<file path="src/rtl/mem_arbiter.sv">
// rtl/mem_arbiter.sv - IFU/LSU arbiter for a single memory port, one outstanding transaction
// Define ARB_ROUND_ROBIN_EN for round-robin arbitration; the default is fixed LSU priority.
module mem_arbiter #(
   parameter int ADDR_W = 32,
   parameter int DATA_W = 32
) (
   input  logic                  clk,
   input  logic                  rst,
   input  logic                  ifu_req_valid,
   output logic                  ifu_req_ready,
   input  logic [ADDR_W-1:0]     ifu_addr,
   output logic                  ifu_resp_valid,
   output logic [DATA_W-1:0]     ifu_rdata,
   input  logic                  lsu_req_valid,
   output logic                  lsu_req_ready,
   input  logic [ADDR_W-1:0]     lsu_addr,
   input  logic                  lsu_wen,
   input  logic [DATA_W-1:0]     lsu_wdata,
   input  logic [DATA_W/8-1:0]   lsu_wmask,
   output logic                  lsu_resp_valid,
   output logic [DATA_W-1:0]     lsu_rdata,
   output logic                  mem_req_valid,
   input  logic                  mem_req_ready,
   output logic [ADDR_W-1:0]     mem_addr,
   output logic                  mem_wen,
   output logic [DATA_W-1:0]     mem_wdata,
   output logic [DATA_W/8-1:0]   mem_wmask,
   input  logic                  mem_resp_valid,
   input  logic [DATA_W-1:0]     mem_rdata,
   output logic                  busy,
   output logic                  owner
);

   localparam logic [1:0] IDLE = 2'd0;
   localparam logic [1:0] REQ  = 2'd1;
   localparam logic [1:0] WAIT = 2'd2;

   logic [1:0]          r_state;
   logic                r_owner;
   logic [ADDR_W-1:0]   r_addr;
   logic                r_wen;
   logic [DATA_W-1:0]   r_wdata;
   logic [DATA_W/8-1:0] r_wmask;

   logic w_idle;
   logic w_pick_lsu;
   logic w_grant_lsu;
   logic w_grant_ifu;
   logic w_resp;

   assign w_idle = (r_state == IDLE) && !rst;

`ifdef ARB_ROUND_ROBIN_EN
   logic r_last_lsu;

   // On a conflict the side that did not win last time goes first.
   assign w_pick_lsu = lsu_req_valid && (!ifu_req_valid || !r_last_lsu);

   always_ff @(posedge clk) begin
      if (rst) begin
         r_last_lsu <= 1'b0;
      end else if (w_grant_lsu || w_grant_ifu) begin
         r_last_lsu <= w_grant_lsu;
      end
   end
`else
   assign w_pick_lsu = lsu_req_valid;
`endif

   assign w_grant_lsu = w_idle && w_pick_lsu;
   assign w_grant_ifu = w_idle && ifu_req_valid && !w_pick_lsu;

   always_ff @(posedge clk) begin
      if (rst) begin
         r_state <= IDLE;
         r_owner <= 1'b0;
         r_addr  <= '0;
         r_wen   <= 1'b0;
         r_wdata <= '0;
         r_wmask <= '0;
      end else begin
         case (r_state)
            IDLE: begin
               if (w_grant_lsu) begin
                  r_state <= REQ;
                  r_owner <= 1'b1;
                  r_addr  <= lsu_addr;
                  r_wen   <= lsu_wen;
                  r_wdata <= lsu_wdata;
                  r_wmask <= lsu_wmask;
               end else if (w_grant_ifu) begin
                  r_state <= REQ;
                  r_owner <= 1'b0;
                  r_addr  <= ifu_addr;
                  r_wen   <= 1'b0;
                  r_wdata <= '0;
                  r_wmask <= '0;
               end
            end
            REQ: begin
               if (mem_req_ready) r_state <= WAIT;
            end
            WAIT: begin
               if (mem_resp_valid) r_state <= IDLE;
            end
            default: r_state <= IDLE;
         endcase
      end
   end

   // Responses outside WAIT (including after a reset) never reach a requester.
   assign w_resp = (r_state == WAIT) && mem_resp_valid && !rst;

   assign ifu_req_ready  = w_grant_ifu;
   assign lsu_req_ready  = w_grant_lsu;
   assign ifu_resp_valid = w_resp && !r_owner;
   assign lsu_resp_valid = w_resp && r_owner;
   assign ifu_rdata      = mem_rdata;
   assign lsu_rdata      = mem_rdata;
   assign mem_req_valid  = (r_state == REQ);
   assign mem_addr       = r_addr;
   assign mem_wen        = r_wen;
   assign mem_wdata      = r_wdata;
   assign mem_wmask      = r_wmask;
   assign busy           = (r_state != IDLE);
   assign owner          = r_owner;

endmodule

</file>
<file path="config.mk">
export PLATFORM = sky130hd
export DESIGN_NAME = mem_arbiter
export DESIGN_NICKNAME = d
export VERILOG_FILES = /design/src/rtl/mem_arbiter.sv
export SDC_FILE = /design/constraint.sdc
export NUM_CORES = 1
export LEC_CHECK = 0
export BUFFER_PORTS_ARGS = -buffer_cell sky130_fd_sc_hd__clkbuf_2
export CORE_AREA = 2 2 107 109
export DETAILED_ROUTE_END_ITERATION = 12
export DIE_AREA = 0 0 109 111
export GPL_TIMING_DRIVEN = 0
export SLEW_MARGIN = 20
export SYNTH_ARGS = -nofsm -noshare
export SYNTH_HDL_FRONTEND = slang
export SYNTH_SLANG_ARGS = --single-unit
</file>
<file path="constraint.sdc">
create_clock -name clk -period 4.7 [get_ports clk]
set_input_delay 0.47 -clock clk [delete_from_list [all_inputs] [get_ports clk]]
set_output_delay 0.47 -clock clk [all_outputs]
set_load 0.01 [all_outputs]
</file>
# --- Word level (Yosys, flattened, before mapping) ---
# Index checks and enable logic that the tools add are counted.
totals:
  register_bits: 72
  inputBits: 139
  wordCells: 41
classes:
  eq_ne: 5
  muxes: 14
  reduce_logical: 16
ops:
  columns: ["cell", "n"]
  rows:
  - ["two-way mux 32 bit", 4]
  - ["logical AND 1 bit", 8]
  - ["two-way mux 2 bit", 4]
  - ["two-way mux 4 bit", 2]
  - ["one-hot mux 2 bit (3 select lines)", 1]
  - ["nonzero test 2 bit", 2]
  - ["logical NOT 1 bit", 3]
  - ["two-way mux 1 bit", 3]
  - ["!= test 3 bit (second input constant)", 1]
  - ["AND reduction 3 bit", 1]
  - ["== test 2 x 1 -> 1 bit (second input constant)", 1]
  - ["== test 2 bit (second input constant)", 1]
  - ["logical NOT 2 bit", 1]
  - ["!= test 2 x 1 -> 1 bit (second input constant)", 1]
  - ["!= test 2 bit (second input constant)", 1]
  - ["AND reduction 2 bit", 1]

# --- Depth between registers and ports, before layout ---
logic_depth:
  word_depth: 7
  depth_mapped: 6
  depth_no_buf: 4

# --- Worst setup path after synthesis ---
# OpenSTA, ideal clock, no wires.
synth_path:
  kind: "in2out"
  startpoint: "in ifu_req_valid"
  endpoint: "out ifu_req_ready"
  t_arrival_ns: 1.442
  slack_ns: 2.788
  cell_stages: 5
  cell_sequence: "or3b_1 or2_1 buf_6 buf_6 nor2_1"
synth_between:
  elab_chain_len: 2
synth_lines:
  columns: ["element", "line_no", "source"]
  rows:
  - ["start: declaration", "9", "input logic ifu_req_valid,"]
  - ["logical AND 1 bit (2 in series)", "71", "assign w_grant_ifu = w_idle && ifu_req_valid && !w_pick_lsu;"]
  - ["end: declaration", "10", "output logic ifu_req_ready,"]
# Every way passes these cells.

# --- Worst setup path after layout ---
layout_path:
  startpoint: "reg r_state[1]"
  endpoint: "out lsu_req_ready"
layout_between:
  elab_chain_len: 3
layout_lines:
  columns: ["element", "line_no", "source"]
  rows:
  - ["start: declaration", "38", "logic [1:0] r_state;"]
  - ["start signal: assignment", "75", "r_state <= IDLE;"]
  - ["start signal: assignment", "85", "r_state <= REQ;"]
  - ["start signal: assignment", "92", "r_state <= REQ;"]
  - ["logical NOT 2 bit", "51", "assign w_idle = (r_state == IDLE) && !rst;"]
  - ["logical AND 1 bit", "51", null]
  - ["logical AND 1 bit", "70", "assign w_grant_lsu = w_idle && w_pick_lsu;"]
  - ["end: declaration", "15", "output logic lsu_req_ready,"]
# Every way passes these cells.

==> flow_summary.json <==
{
  "final.period_utilization_pct": 49.3,
  "worst-path-max-fanout": 10,
  "cts_tree": "done",
  "timing.setup.critical_path_class": "flip-flop to primary output",
  "commonest_non_fill_non_tap_cells_in_the_layout": "clkbuf_2, dfxtp_1, buf_4",
  "nFillCells": 1097,
  "timing.hold.ws_ns": 0.348,
  "hpwlAfterDp_mm": 7.77,
  "first_global_vias": 3020,
  "drive_above_1_share_pct": 59.7,
  "route.vias.total": 3182,
  "core_area_um2": 11100,
  "critPathLaunch": "r_state[1]",
  "mappedNetlistArea_um2": 3160,
  "maxSlewHeadroom_pct": 62.5,
  "tritoncts.num_buffers": 9,
  "synth_nets": 455,
  "power.density_cell_area_nw_per_um2": 367,
  "critical_path.reg2reg.startpoint": "r_state[1]",
  "maximum_number_of_pins_on_one_net_before_global_route_repair": 15,
  "std_cell_rows": 39,
  "timing.critical_path.cells": "nor3b_2, nor2b_1, buf_2, clkbuf_2",
  "finalSetupViolations": 0,
  "htree_levels": 3,
  "setup_tns_ns": 0,
  "outcome": "finished clean",
  "grt_usage_pct": 15.2,
  "vdd_drop_max_mv": 0.173,
  "period_needed_ns": 2.32,
  "die-area_um2": 12100,
  "synth.yosys.seq_area_share_pct": 45.6,
  "initialDrtViolationCount": 106,
  "yosysUniqueCellTypes": 25,
  "timing.critical_path.slowest_stage_cell": "nor3b_2",
  "clock_tree.root_cell": "clkbuf_16",
  "min_from": "lsu_wdata[22]",
  "max_stage_delay_ns": 0.50,
  "postSynthCellCount": 316,
  "max_slew.worst_pin.slew_ns": 0.563,
  "crit_path_start_kind": "flip-flop",
  "grt_setup_unrepaired": "false",
  "cts_resized": 0,
  "utilization_pct": 44.2,
  "numPortBuffers": 246,
  "area_growth_syn_to_layout_pct": 55.0,
  "antenna_violations_before_repair": 0,
  "max_freq_mhz": 431,
  "crit_required_ns": 4.23,
  "hold_path_class": "primary input to flip-flop",
  "finClkSkew_ns": 0.00391,
  "die_w_um": 109,
  "maxCapViolations": 0,
  "gp_congestion": 0.770,
  "drt_pre_antenna_iters": 4,
  "post_cts.repair.setup_buffers": 0,
  "wl_per_cell_um": 13.4,
  "final_nets": 712,
  "worst_setup_hold_path_clk_slew_ns": 0.06,
  "die_height_um": 111,
  "yosys_register_bits": 72,
  "cts.path.max_buffers": 2,
  "design.portCount": 279,
  "drt_wl_total_mm": 9.68,
  "insertion_delay_ns": 0.34,
  "critPathTopFamily": "simple AND/OR/NAND/NOR gates",
  "antenna_left": 0,
  "slew_violations": 0,
  "leakage_power_of_the_design_nw": 2.70,
  "yosysWarnings": 0,
  "remaining_drc_errors": 0,
  "synthesis.area_per_instance_um2": 10.0,
  "worst_setup_path_end_kind": "primary output",
  "final_common_cell": "clkbuf_2",
  "wire_length_of_the_first_global_routing_pass_mm": 14.3,
  "via_per_instance_ratio": 4.41,
  "hold_buffer_count_at_cts": 0,
  "insertedDiodeCount": 0,
  "overflow": 0,
  "crit_arrival_ns": 1.85,
  "clock-sinks": 72,
  "crit_buf_inv": 2,
  "start_util_pct": 28.5,
  "hold_viol_final": 0,
  "reg2reg_setup_slack_ns": 2.93
}
## report_power, final
part	internal (mW)	total [mW]	switching, mW
logic	0.184	0.355	0.172
clock network	0.472	0.748	0.276
registers	0.664	0.695	0.0311
total	1.32	1.80	0.479
## per-stage QoR
stage | cells | worst slack, ns | instance area, um2 | power, mW
floorplan | 316 | 2.79 | 3160 | 0.904
global placement | 705 | 2.44 | 4570 | 1.06
detailed placement | 705 | 2.44 | 4570 | 1.07
CTS | 721 | 2.32 | 4900 | 1.82
global route | 721 | 2.19 | 4900 | 1.88
finish | 721 | 2.38 | 4900 | 1.80
## state kept, by name, indices dropped and copies added, names as in the netlist
signal / flops
mem_wen: 1
owner: 1
r_state: 2
mem_wdata: 32
mem_addr: 32
mem_wmask: 4
## kinds of logic (layout without fill, tap and decap cells)
logic type             count (synthesis)  in the layout  synth area share (%)
AOI/OAI and AO/OA                    106            106                  27.9
DFF                                   72             72                  45.6
buffers and inverters                120            382                  23.3
and+or+nand+nor                       18             18                  3.21
## synthesized netlist by cell type, drive strengths merged
library cell / instances / area, um2
a21o: 1 / 7.51
a21oi: 32 / 160
a221oi: 1 / 8.76
a22o: 38 / 333
a22oi: 1 / 7.51
and3: 1 / 6.26
buf: 79 / 584
clkbuf: 7 / 26.3
dfxtp: 72 / 1440
inv: 34 / 128
nand2: 1 / 3.75
nor2: 9 / 33.8
nor2b: 2 / 12.5
nor3: 1 / 10.0
nor3b: 2 / 20.0
o21ai: 1 / 5.00
o21ba: 1 / 10.0
o221a: 31 / 349
or2: 1 / 6.26
or3b: 1 / 8.76
## layout make-up
type / count / area [um2] / share of cell area, %
Buffer: 86 / 611 / 12.5
Clock buffer: 9 / 225 / 4.60
Tap cell: 143 / 179 / 3.65
Sequential cell: 72 / 1440 / 29.4
Multi-Input combinational cell: 124 / 982 / 20.0
Inverter: 34 / 128 / 2.60
Clock inverter: 7 / 103 / 2.09
Timing Repair Buffer: 246 / 1230 / 25.1
## worst reg2reg max path, stage by stage (launching register included)
cell     delay, ns
dfxtp_1       0.37
nor3b_2       0.50
nor2b_1       0.24
buf_2         0.25
buf_4         0.21
a22o_1        0.16
## routing by layer
layer | wire, um | vias up | GRT usage [%]
li1 | - | 1573 | -
met1 | 3910 | 1429 | 16.9
met2 | 4600 | 169 | 26.0
met3 | 995 | 11 | 4.59
met4 | 175 | 0 | 6.92
met5 | 0 | - | 0
## path summary, 6_finish.rpt
kind,endpoint,cells after the start
worst max-delay path,lsu_req_ready,4
worst min-delay path,mem_wdata[22],2
worst max register to register,mem_wdata[13],5
worst min register to register,mem_addr[5],2
Note: power is estimated with default switching activity, not from simulation.
